**config.mk**
```make
export PLATFORM = sky130hd
export DESIGN_NAME = multicycle_control_unit_flat
export DESIGN_NICKNAME = d
export VERILOG_FILES = /design/src/rtl/cu_pkg.sv /design/src/rtl/multicycle_control_unit_if.sv /design/src/rtl/cu_decoder.sv /design/src/rtl/multicycle_control_unit.sv /design/src/flat_wrapper.sv
export SDC_FILE = /design/constraint.sdc
export NUM_CORES = 1
export LEC_CHECK = 0
export ABC_AREA = 1
export BUFFER_PORTS_ARGS = -buffer_cell sky130_fd_sc_hd__clkbuf_2
export CAP_MARGIN = 20
export CELL_PAD_IN_SITES_DETAIL_PLACEMENT = 1
export CELL_PAD_IN_SITES_GLOBAL_PLACEMENT = 1
export CORE_MARGIN = 8
export CORE_UTILIZATION = 37
export CTS_BUF_LIST = sky130_fd_sc_hd__clkbuf_4 sky130_fd_sc_hd__clkbuf_8 sky130_fd_sc_hd__clkbuf_16
export CTS_CLUSTER_DIAMETER = 100
export DETAILED_ROUTE_END_ITERATION = 12
export PLACE_DENSITY = 0.77
export SLEW_MARGIN = 20
export SYNTH_ARGS = -nofsm -noshare
export SYNTH_HDL_FRONTEND = slang
export SYNTH_SLANG_ARGS = --single-unit
```
**constraint.sdc**
```tcl
create_clock -name clock -period 1.3 [get_ports clock]
set_input_delay 0.065 -clock clock [delete_from_list [all_inputs] [get_ports clock]]
set_output_delay 0.065 -clock clock [all_outputs]
set_load 0.05 [all_outputs]
```
**src/rtl/cu_pkg.sv**
```systemverilog
// cu_pkg: shared encodings for the multi-cycle control unit
//   state_t   : stage-sequencing FSM states
//   itype_t   : instruction type field codes (R/S/I/J)
//   F_*       : function code values within each instruction type
//   PC_*/RB_* : sig_pc_src / sig_rb_src encodings
//   path_t    : decoder path flags steering the FSM
package cu_pkg;
    typedef enum logic [2:0] {S_RST, S_IF, S_ID, S_EX, S_MEM, S_WB} state_t;
    typedef enum logic [1:0] {T_R = 2'b00, T_S = 2'b01, T_I = 2'b10, T_J = 2'b11} itype_t;
    localparam int unsigned F_ANDI = 0, F_ADDI = 1, F_LW = 2, F_SW = 3, F_BEQ = 4;
    localparam int unsigned F_SLL = 0, F_SLR = 1;
    localparam int unsigned F_J = 0, F_JAL = 1, F_RET = 2;
    localparam logic [1:0] PC_NEXT = 2'd0, PC_BRANCH = 2'd1, PC_JUMP = 2'd2, PC_RET = 2'd3;
    localparam logic [1:0] RB_RS2 = 2'd0, RB_RD = 2'd1, RB_IMM = 2'd2;
    typedef struct packed {
        logic ex;
        logic mem;
        logic wb;
        logic store;
        logic branch;
        logic illegal;
    } path_t;
endpackage

```
**src/rtl/multicycle_control_unit_if.sv**
```systemverilog
// multicycle_control_unit_if: control unit <-> datapath signal bundle
//   master : control unit side (takes instruction/flag/ready, drives controls and stage enables)
//   slave  : datapath side
interface multicycle_control_unit_if #(
    parameter int FUNC_W   = 5,
    parameter int ALU_OP_W = 3
);
    logic [1:0]          instr_type;
    logic [FUNC_W-1:0]   func_code;
    logic                flag_zero;
    logic                mem_ready;
    logic [ALU_OP_W-1:0] sig_alu_op;
    logic [1:0]          sig_pc_src;
    logic [1:0]          sig_rb_src;
    logic                sig_rf_enable_write;
    logic                sig_enable_data_memory_write;
    logic                sig_enable_data_memory_read;
    logic                sig_write_back_data_select;
    logic                en_instruction_fetch;
    logic                en_instruction_decode;
    logic                en_execute;
    logic                en_memory_access;
    logic                en_write_back;
    logic                illegal_instr;
    logic                mem_timeout;
    modport master (
        input  instr_type, func_code, flag_zero, mem_ready,
        output sig_alu_op, sig_pc_src, sig_rb_src, sig_rf_enable_write,
               sig_enable_data_memory_write, sig_enable_data_memory_read, sig_write_back_data_select,
               en_instruction_fetch, en_instruction_decode, en_execute, en_memory_access, en_write_back,
               illegal_instr, mem_timeout
    );
    modport slave (
        output instr_type, func_code, flag_zero, mem_ready,
        input  sig_alu_op, sig_pc_src, sig_rb_src, sig_rf_enable_write,
               sig_enable_data_memory_write, sig_enable_data_memory_read, sig_write_back_data_select,
               en_instruction_fetch, en_instruction_decode, en_execute, en_memory_access, en_write_back,
               illegal_instr, mem_timeout
    );
endinterface

```
**src/rtl/cu_decoder.sv**
```systemverilog
// cu_decoder: combinational decode of {instr_type, func_code} into controls and path flags
//   instr_type, func_code : instruction fields
//   alu_op, pc_src, rb_src, wb_sel : datapath controls for the decoded op
//   path : which stages the op visits, store/branch kind, illegal flag
module cu_decoder
    import cu_pkg::*;
#(
    parameter int FUNC_W   = 5,
    parameter int ALU_OP_W = 3
) (
    input  logic [1:0]          instr_type,
    input  logic [FUNC_W-1:0]   func_code,
    output logic [ALU_OP_W-1:0] alu_op,
    output logic [1:0]          pc_src,
    output logic [1:0]          rb_src,
    output logic                wb_sel,
    output path_t               path
);
    int unsigned f;
    always_comb begin
        f = 32'(func_code);
        alu_op = '0;
        pc_src = PC_NEXT;
        rb_src = RB_RS2;
        wb_sel = 1'b0;
        path = '0;
        case (itype_t'(instr_type))
            T_R: if (f < 8) begin
                alu_op = ALU_OP_W'(f);
                {path.ex, path.wb} = 2'b11;
            end
            T_S: if (f == F_SLL || f == F_SLR) begin
                alu_op = ALU_OP_W'(4 + f);
                {path.ex, path.wb} = 2'b11;
            end
            T_I: case (f)
                F_ANDI, F_ADDI: begin
                    alu_op = ALU_OP_W'(f);
                    rb_src = RB_IMM;
                    {path.ex, path.wb} = 2'b11;
                end
                F_LW: begin
                    alu_op = ALU_OP_W'(1);
                    rb_src = RB_IMM;
                    wb_sel = 1'b1;
                    {path.ex, path.mem, path.wb} = 3'b111;
                end
                F_SW: begin
                    alu_op = ALU_OP_W'(1);
                    rb_src = RB_RD;
                    {path.ex, path.mem, path.store} = 3'b111;
                end
                F_BEQ: begin
                    alu_op = ALU_OP_W'(2);
                    rb_src = RB_RD;
                    {path.ex, path.branch} = 2'b11;
                end
                default: ;
            endcase
            T_J: case (f)
                F_J: pc_src = PC_JUMP;
                F_JAL: begin
                    pc_src = PC_JUMP;
                    path.wb = 1'b1;
                end
                F_RET: pc_src = PC_RET;
                default: ;
            endcase
            default: ;
        endcase
        // every legal op either uses EX/WB or redirects the PC
        path.illegal = !(path.ex || path.wb || pc_src != PC_NEXT);
    end
endmodule

```
**src/rtl/multicycle_control_unit.sv**
```systemverilog
// multicycle_control_unit: IF/ID/EX/MEM/WB sequencer with registered datapath controls
//   clock   : rising-edge clock
//   reset_n : asynchronous active-low reset
//   bus     : master side of multicycle_control_unit_if (instruction fields, zero flag,
//             mem_ready in; ALU/mux controls, strobes, one-hot stage enables,
//             illegal_instr / mem_timeout pulses out)
module multicycle_control_unit
    import cu_pkg::*;
#(
    parameter int FUNC_W      = 5,
    parameter int ALU_OP_W    = 3,
    parameter int MEM_TIMEOUT = 15,
    parameter int TO_W        = 4
) (
    input logic                         clock,
    input logic                         reset_n,
    multicycle_control_unit_if.master   bus
);
    state_t              state;
    logic [TO_W-1:0]     to_cnt;
    logic [ALU_OP_W-1:0] d_alu_op, alu_op_q;
    logic [1:0]          d_pc_src, d_rb_src, pc_src_q, rb_src_q;
    logic                d_wb_sel, wb_sel_q, mem_q, wb_q, store_q, br_q, illegal_q, timeout_q;
    path_t               d_path;

    cu_decoder #(.FUNC_W(FUNC_W), .ALU_OP_W(ALU_OP_W)) u_dec (
        .instr_type(bus.instr_type),
        .func_code (bus.func_code),
        .alu_op    (d_alu_op),
        .pc_src    (d_pc_src),
        .rb_src    (d_rb_src),
        .wb_sel    (d_wb_sel),
        .path      (d_path)
    );

    // controls are captured on ID exit and held until the next ID exit;
    // only BEQ updates pc_src again, on EX exit. The two pulses are
    // registered, so they appear in the cycle after the deciding edge.
    always_ff @(posedge clock or negedge reset_n) begin
        if (!reset_n) begin
            state <= S_RST;
            to_cnt <= '0;
            alu_op_q <= '0;
            pc_src_q <= PC_NEXT;
            rb_src_q <= RB_RS2;
            wb_sel_q <= 1'b0;
            {mem_q, wb_q, store_q, br_q} <= '0;
            illegal_q <= 1'b0;
            timeout_q <= 1'b0;
        end else begin
            illegal_q <= 1'b0;
            timeout_q <= 1'b0;
            case (state)
                S_RST: state <= S_IF;
                S_IF:  state <= S_ID;
                S_ID: begin
                    alu_op_q <= d_alu_op;
                    pc_src_q <= d_pc_src;
                    rb_src_q <= d_rb_src;
                    wb_sel_q <= d_wb_sel;
                    {mem_q, wb_q, store_q, br_q} <= {d_path.mem, d_path.wb, d_path.store, d_path.branch};
                    illegal_q <= d_path.illegal;
                    state <= d_path.ex ? S_EX : d_path.wb ? S_WB : S_IF;
                end
                S_EX: begin
                    if (br_q) pc_src_q <= bus.flag_zero ? PC_BRANCH : PC_NEXT;
                    state <= mem_q ? S_MEM : wb_q ? S_WB : S_IF;
                end
                S_MEM: begin
                    if (bus.mem_ready) begin
                        to_cnt <= '0;
                        state <= wb_q ? S_WB : S_IF;
                    end else if (to_cnt == TO_W'(MEM_TIMEOUT)) begin
                        to_cnt <= '0;
                        timeout_q <= 1'b1;
                        state <= S_IF;
                    end else begin
                        to_cnt <= to_cnt + 1'b1;
                    end
                end
                S_WB:    state <= S_IF;
                default: state <= S_RST;
            endcase
        end
    end

    // enables and strobes decode only the state flops, so reset clears them at once
    assign bus.en_instruction_fetch         = state == S_IF;
    assign bus.en_instruction_decode        = state == S_ID;
    assign bus.en_execute                   = state == S_EX;
    assign bus.en_memory_access             = state == S_MEM;
    assign bus.en_write_back                = state == S_WB;
    assign bus.sig_rf_enable_write          = state == S_WB;
    assign bus.sig_enable_data_memory_write = state == S_MEM && store_q;
    assign bus.sig_enable_data_memory_read  = state == S_MEM && !store_q;
    assign bus.sig_alu_op                   = alu_op_q;
    assign bus.sig_pc_src                   = pc_src_q;
    assign bus.sig_rb_src                   = rb_src_q;
    assign bus.sig_write_back_data_select   = wb_sel_q;
    assign bus.illegal_instr                = illegal_q;
    assign bus.mem_timeout                  = timeout_q;
endmodule

```
**src/flat_wrapper.sv**
```systemverilog
// flat-port wrapper written by rule: the top's interface ports become plain ports
module multicycle_control_unit_flat import cu_pkg::*;
#(
    parameter int FUNC_W      = 5,
    parameter int ALU_OP_W    = 3,
    parameter int MEM_TIMEOUT = 15,
    parameter int TO_W        = 4
)
  (clock, reset_n, bus_instr_type, bus_func_code, bus_flag_zero, bus_mem_ready, bus_sig_alu_op, bus_sig_pc_src, bus_sig_rb_src, bus_sig_rf_enable_write, bus_sig_enable_data_memory_write, bus_sig_enable_data_memory_read, bus_sig_write_back_data_select, bus_en_instruction_fetch, bus_en_instruction_decode, bus_en_execute, bus_en_memory_access, bus_en_write_back, bus_illegal_instr, bus_mem_timeout);
  multicycle_control_unit_if #(.FUNC_W(FUNC_W), .ALU_OP_W(ALU_OP_W)) bus_i ();
  input logic clock;
  input logic reset_n;
  input wire logic [$bits(bus_i.instr_type)-1:0] bus_instr_type;
  input wire logic [$bits(bus_i.func_code)-1:0] bus_func_code;
  input wire logic [$bits(bus_i.flag_zero)-1:0] bus_flag_zero;
  input wire logic [$bits(bus_i.mem_ready)-1:0] bus_mem_ready;
  output wire logic [$bits(bus_i.sig_alu_op)-1:0] bus_sig_alu_op;
  output wire logic [$bits(bus_i.sig_pc_src)-1:0] bus_sig_pc_src;
  output wire logic [$bits(bus_i.sig_rb_src)-1:0] bus_sig_rb_src;
  output wire logic [$bits(bus_i.sig_rf_enable_write)-1:0] bus_sig_rf_enable_write;
  output wire logic [$bits(bus_i.sig_enable_data_memory_write)-1:0] bus_sig_enable_data_memory_write;
  output wire logic [$bits(bus_i.sig_enable_data_memory_read)-1:0] bus_sig_enable_data_memory_read;
  output wire logic [$bits(bus_i.sig_write_back_data_select)-1:0] bus_sig_write_back_data_select;
  output wire logic [$bits(bus_i.en_instruction_fetch)-1:0] bus_en_instruction_fetch;
  output wire logic [$bits(bus_i.en_instruction_decode)-1:0] bus_en_instruction_decode;
  output wire logic [$bits(bus_i.en_execute)-1:0] bus_en_execute;
  output wire logic [$bits(bus_i.en_memory_access)-1:0] bus_en_memory_access;
  output wire logic [$bits(bus_i.en_write_back)-1:0] bus_en_write_back;
  output wire logic [$bits(bus_i.illegal_instr)-1:0] bus_illegal_instr;
  output wire logic [$bits(bus_i.mem_timeout)-1:0] bus_mem_timeout;
  assign bus_i.instr_type = bus_instr_type;
  assign bus_i.func_code = bus_func_code;
  assign bus_i.flag_zero = bus_flag_zero;
  assign bus_i.mem_ready = bus_mem_ready;
  assign bus_sig_alu_op = bus_i.sig_alu_op;
  assign bus_sig_pc_src = bus_i.sig_pc_src;
  assign bus_sig_rb_src = bus_i.sig_rb_src;
  assign bus_sig_rf_enable_write = bus_i.sig_rf_enable_write;
  assign bus_sig_enable_data_memory_write = bus_i.sig_enable_data_memory_write;
  assign bus_sig_enable_data_memory_read = bus_i.sig_enable_data_memory_read;
  assign bus_sig_write_back_data_select = bus_i.sig_write_back_data_select;
  assign bus_en_instruction_fetch = bus_i.en_instruction_fetch;
  assign bus_en_instruction_decode = bus_i.en_instruction_decode;
  assign bus_en_execute = bus_i.en_execute;
  assign bus_en_memory_access = bus_i.en_memory_access;
  assign bus_en_write_back = bus_i.en_write_back;
  assign bus_illegal_instr = bus_i.illegal_instr;
  assign bus_mem_timeout = bus_i.mem_timeout;
  multicycle_control_unit #(.FUNC_W(FUNC_W), .ALU_OP_W(ALU_OP_W), .MEM_TIMEOUT(MEM_TIMEOUT), .TO_W(TO_W)) u_core (.clock(clock), .reset_n(reset_n), .bus(bus_i));
endmodule
```
==> run summary <==
Pwr Total: 3.31 mW
Clock Skew: 0.00744 ns
Post-layout net count: 203
First-pass GRT wire length: 6.09 mm
Total GRT Usage: 0.146
Pwr/cell area: 1980 mW/mm^2
Clock transition time at the flip-flop clock pins of the worst setup and hold paths: 0.12 ns
Global Route met3 Usage: 0.0165
Biggest area consumer among synthesized cells: dfrtp_1
Initial antenna violation count: 0
Top cell types by occurrence after synthesis: nand2_1, dfrtp_1, inv_1, nor2_1, nand3_1
Hold path startpoint: bus_func_code[0]
Violated checks: setup timing
Final HPWL DP: 2.63 mm
Root Driver: clkbuf_4
Worst Slack Setup Final: -0.171 ns
Cells taking the most area after synthesis: dfrtp_1, nand2_1, inv_1, nor2_1, nand3_1
TritonCTS Sinks: 21
YS warnings: 0
Max clock buf depth: 2
Cells on worst reg2reg path: 8
Post-route ant nets: 0
Share of cells above drive strength 1: 0.421
Num rows: 20
Setup TNS: -1.31 ns
Fmax: 680 MHz
Main synth FF type: dfrtp_1
IO Pins: 29
Met2 Track Usage GR: 0.269
Status: finished, violations left
Core region area: 0.00300 sq mm
I/O Buffers: 28
H-Tree Depth: 1
Routability cong.: 0.823
Busiest grt layer: met2
Inserted Clock Buffers: 3
Pleak: 0.864 nW
Reg2reg start: u_core.state[2]$_DFFE_PN0P_
DRT Pass-1 Iters: 4
WL/cell: 16.6 um
Crit-path max FO: 5
Post-Syn Instances: 144
Filler cell count: 369
Most numerous cell in the Yosys netlist: nand2_1
Max transition margin: 0.627
Die ar.: 0.00517 sq mm
Hold path cells: 2
Reg-to-reg endpoint: u_core.state[0]$_DFFE_PN0P_
Final Hold Viols: 0
Final WL: 3.69 mm
Cell variety after synth: 28
Vert. Die Dim: 71.9 um
Net Count, Synth: 156
CP Launch Type: flop
FF-to-FF setup slack: -0.06 ns
Final period util: 1.13
Avg Cell Area, Syn: 8.03 sq um
DR vias: 1,184
Worst-Margin Slew: 0.560 ns
Layout area overhead: 44.6%
Diode count: 0
Req. time, crit path: 1.24 ns
Slew Viols, Final: 0
Fin area: 0.00167 sq mm
Hold Crit Endpoint: u_core.bus.sig_write_back_data_select$_DFFE_PN0P_
Worst min-delay path class: in2reg
Synthesized cell area: 0.00116 sq mm
RSZ-0062 raised after global routing: yes
Crit path DAT: 1.41 ns
Post-DP Area: 0.00140 sq mm
Tmin final: 1.47 ns
Gr ovfl total: 0
Setup violators final: 13
Clock latency at the later pin of the worst-skew pair: 0.31 ns
Fraction of registers with async set/reset: 1.00
Number of enable flip-flop cells after synthesis: 0
FF/Latch Area: 528 sq um
Synthesized flop and latch total: 21
Peak VDD IR: 0.466 mV
Worst setup EP type: output pin
Pin count of the biggest net entering global routing: 22
TritonCTS clock tree: yes
Multi-input gate area: 602 sq um
Vias per cell: 5.31
Yosys top cell area share: 0.455
Setup Crit Path Kind: reg2out
Sequential fraction of the synthesis area: 0.455
Residual DRC count: 0
Max cap viols: 0
Vias in the first global route: 1,291
M1 GR Usage: 0.167
DRT iter0 DRCs: 35
Initial Util: 0.385
Die Width: 71.9 um
## per-layer routing
| layer | wire length, um | vias up | part of all wire |
|---|---|---|---|
| li1 | - | 560 | - |
| met1 | 1520 | 600 | 0.41 |
| met2 | 2020 | 20 | 0.55 |
| met3 | 96 | 4 | 0.026 |
| met4 | 46 | 0 | 0.012 |
| met5 | 0 | - | 0 |
## kinds of logic (layout without fill, tap and decap cells)
kind of cell    after synthesis  count (layout)  share of synthesized area
compound gates               20              20                      0.119
xor+xnor                      2               2                     0.0152
fa+ha+maj                     1               1                     0.0108
buf+inv                      22              68                     0.0866
flops                        21              21                      0.455
simple gates                 78              78                      0.314
## flip-flops by register name, summed over array words and instances, names as in the netlist
register and count:
u_core.to_cnt 4, u_core.bus.sig_alu_op 3, u_core.state 3, u_core.bus.sig_pc_src 2, u_core.bus.sig_rb_src 2, u_core.br_q 1, u_core.bus.illegal_instr 1, u_core.bus.mem_timeout 1
u_core.bus.sig_write_back_data_select 1, u_core.mem_q 1, u_core.store_q 1, u_core.wb_q 1
## worst max-delay path, stage by stage, from the launching register on
cell	delay (ns)
dfrtp_1	0.40
inv_2	0.09
nor3_4	0.25
inv_4	0.09
nor2_4	0.11
buf_8	0.15
## how the worst max path moves through the flow
| stage | startpoint | endpoint | slack, ns | cells after the start |
|---|---|---|---|---|
| 4_1_cts | u_core.state[0]$_DFFE_PN0P_ | bus_sig_enable_data_memory_write | -0.15 | 4 |
| 5_1_grt | u_core.state[2]$_DFFE_PN0P_ | bus_sig_enable_data_memory_write | -0.24 | 5 |
| 3_3_place_gp | u_core.state[0]$_DFFE_PN0P_ | bus_en_write_back | 0.03 | 3 |
| 2_1_floorplan | u_core.state[1]$_DFFE_PN0P_ | u_core.state[0]$_DFFE_PN0P_ | -0.26 | 6 |
| 6_report | u_core.state[2]$_DFFE_PN0P_ | bus_sig_enable_data_memory_read | -0.17 | 5 |
| 3_5_place_dp | u_core.state[0]$_DFFE_PN0P_ | bus_sig_rf_enable_write | -0.007 | 3 |
## placed cells by master (no fill, tap or decap), drive strengths merged
| master | instances |
|---|---|
| inv | 19 |
| o31ai | 1 |
| nor2 | 18 |
| ha | 1 |
| a21oi | 4 |
| dfrtp | 21 |
| buf | 19 |
| nand2 | 43 |
| nand3 | 11 |
| a22o | 1 |
| o22ai | 2 |
| dlygate4sd3 | 1 |
| xor2 | 1 |
| nor3 | 3 |
| o21ai | 11 |
| nand4 | 3 |
| o211ai | 1 |
| xnor2 | 1 |
| clkbuf | 29 |
## power breakdown
group | switching, mW | leakage, nW | internal, mW
registers | 0.196 | 0.272 | 0.831
clock network | 0.213 | 0.0184 | 0.141
logic | 1.14 | 0.575 | 0.789
total | 1.55 | 0.864 | 1.76
## through the flow
step                worst slack, ns  std cells  hold slack [ns]   util
CTS                          -0.148        221           0.0176  0.535
detailed placement         -0.00716        208           0.0816  0.465
global placement             0.0325        208           0.0606  0.465
floorplan                    -0.264        144           -0.231      -
global route                 -0.236        223           0.0227  0.557
finish                       -0.171        223           0.0235  0.557
## repair_timing
item,CTS,global route
endpoints found under the hold margin,21,0
pin swaps,4,1
endpoints found under the setup margin,8,29
buffers inserted,8,2
hold buffers,1,0
gates resized for setup,22,20
## layout make-up
type / instances / area share
Clock buffer: 4 / 0.0180
Multi-Input combinational cell: 101 / 0.360
Timing Repair Buffer: 45 / 0.236
Tap cell: 33 / 0.0247
Sequential cell: 21 / 0.316
Inverter: 19 / 0.0457
Note: power is estimated with default switching activity, not from simulation.
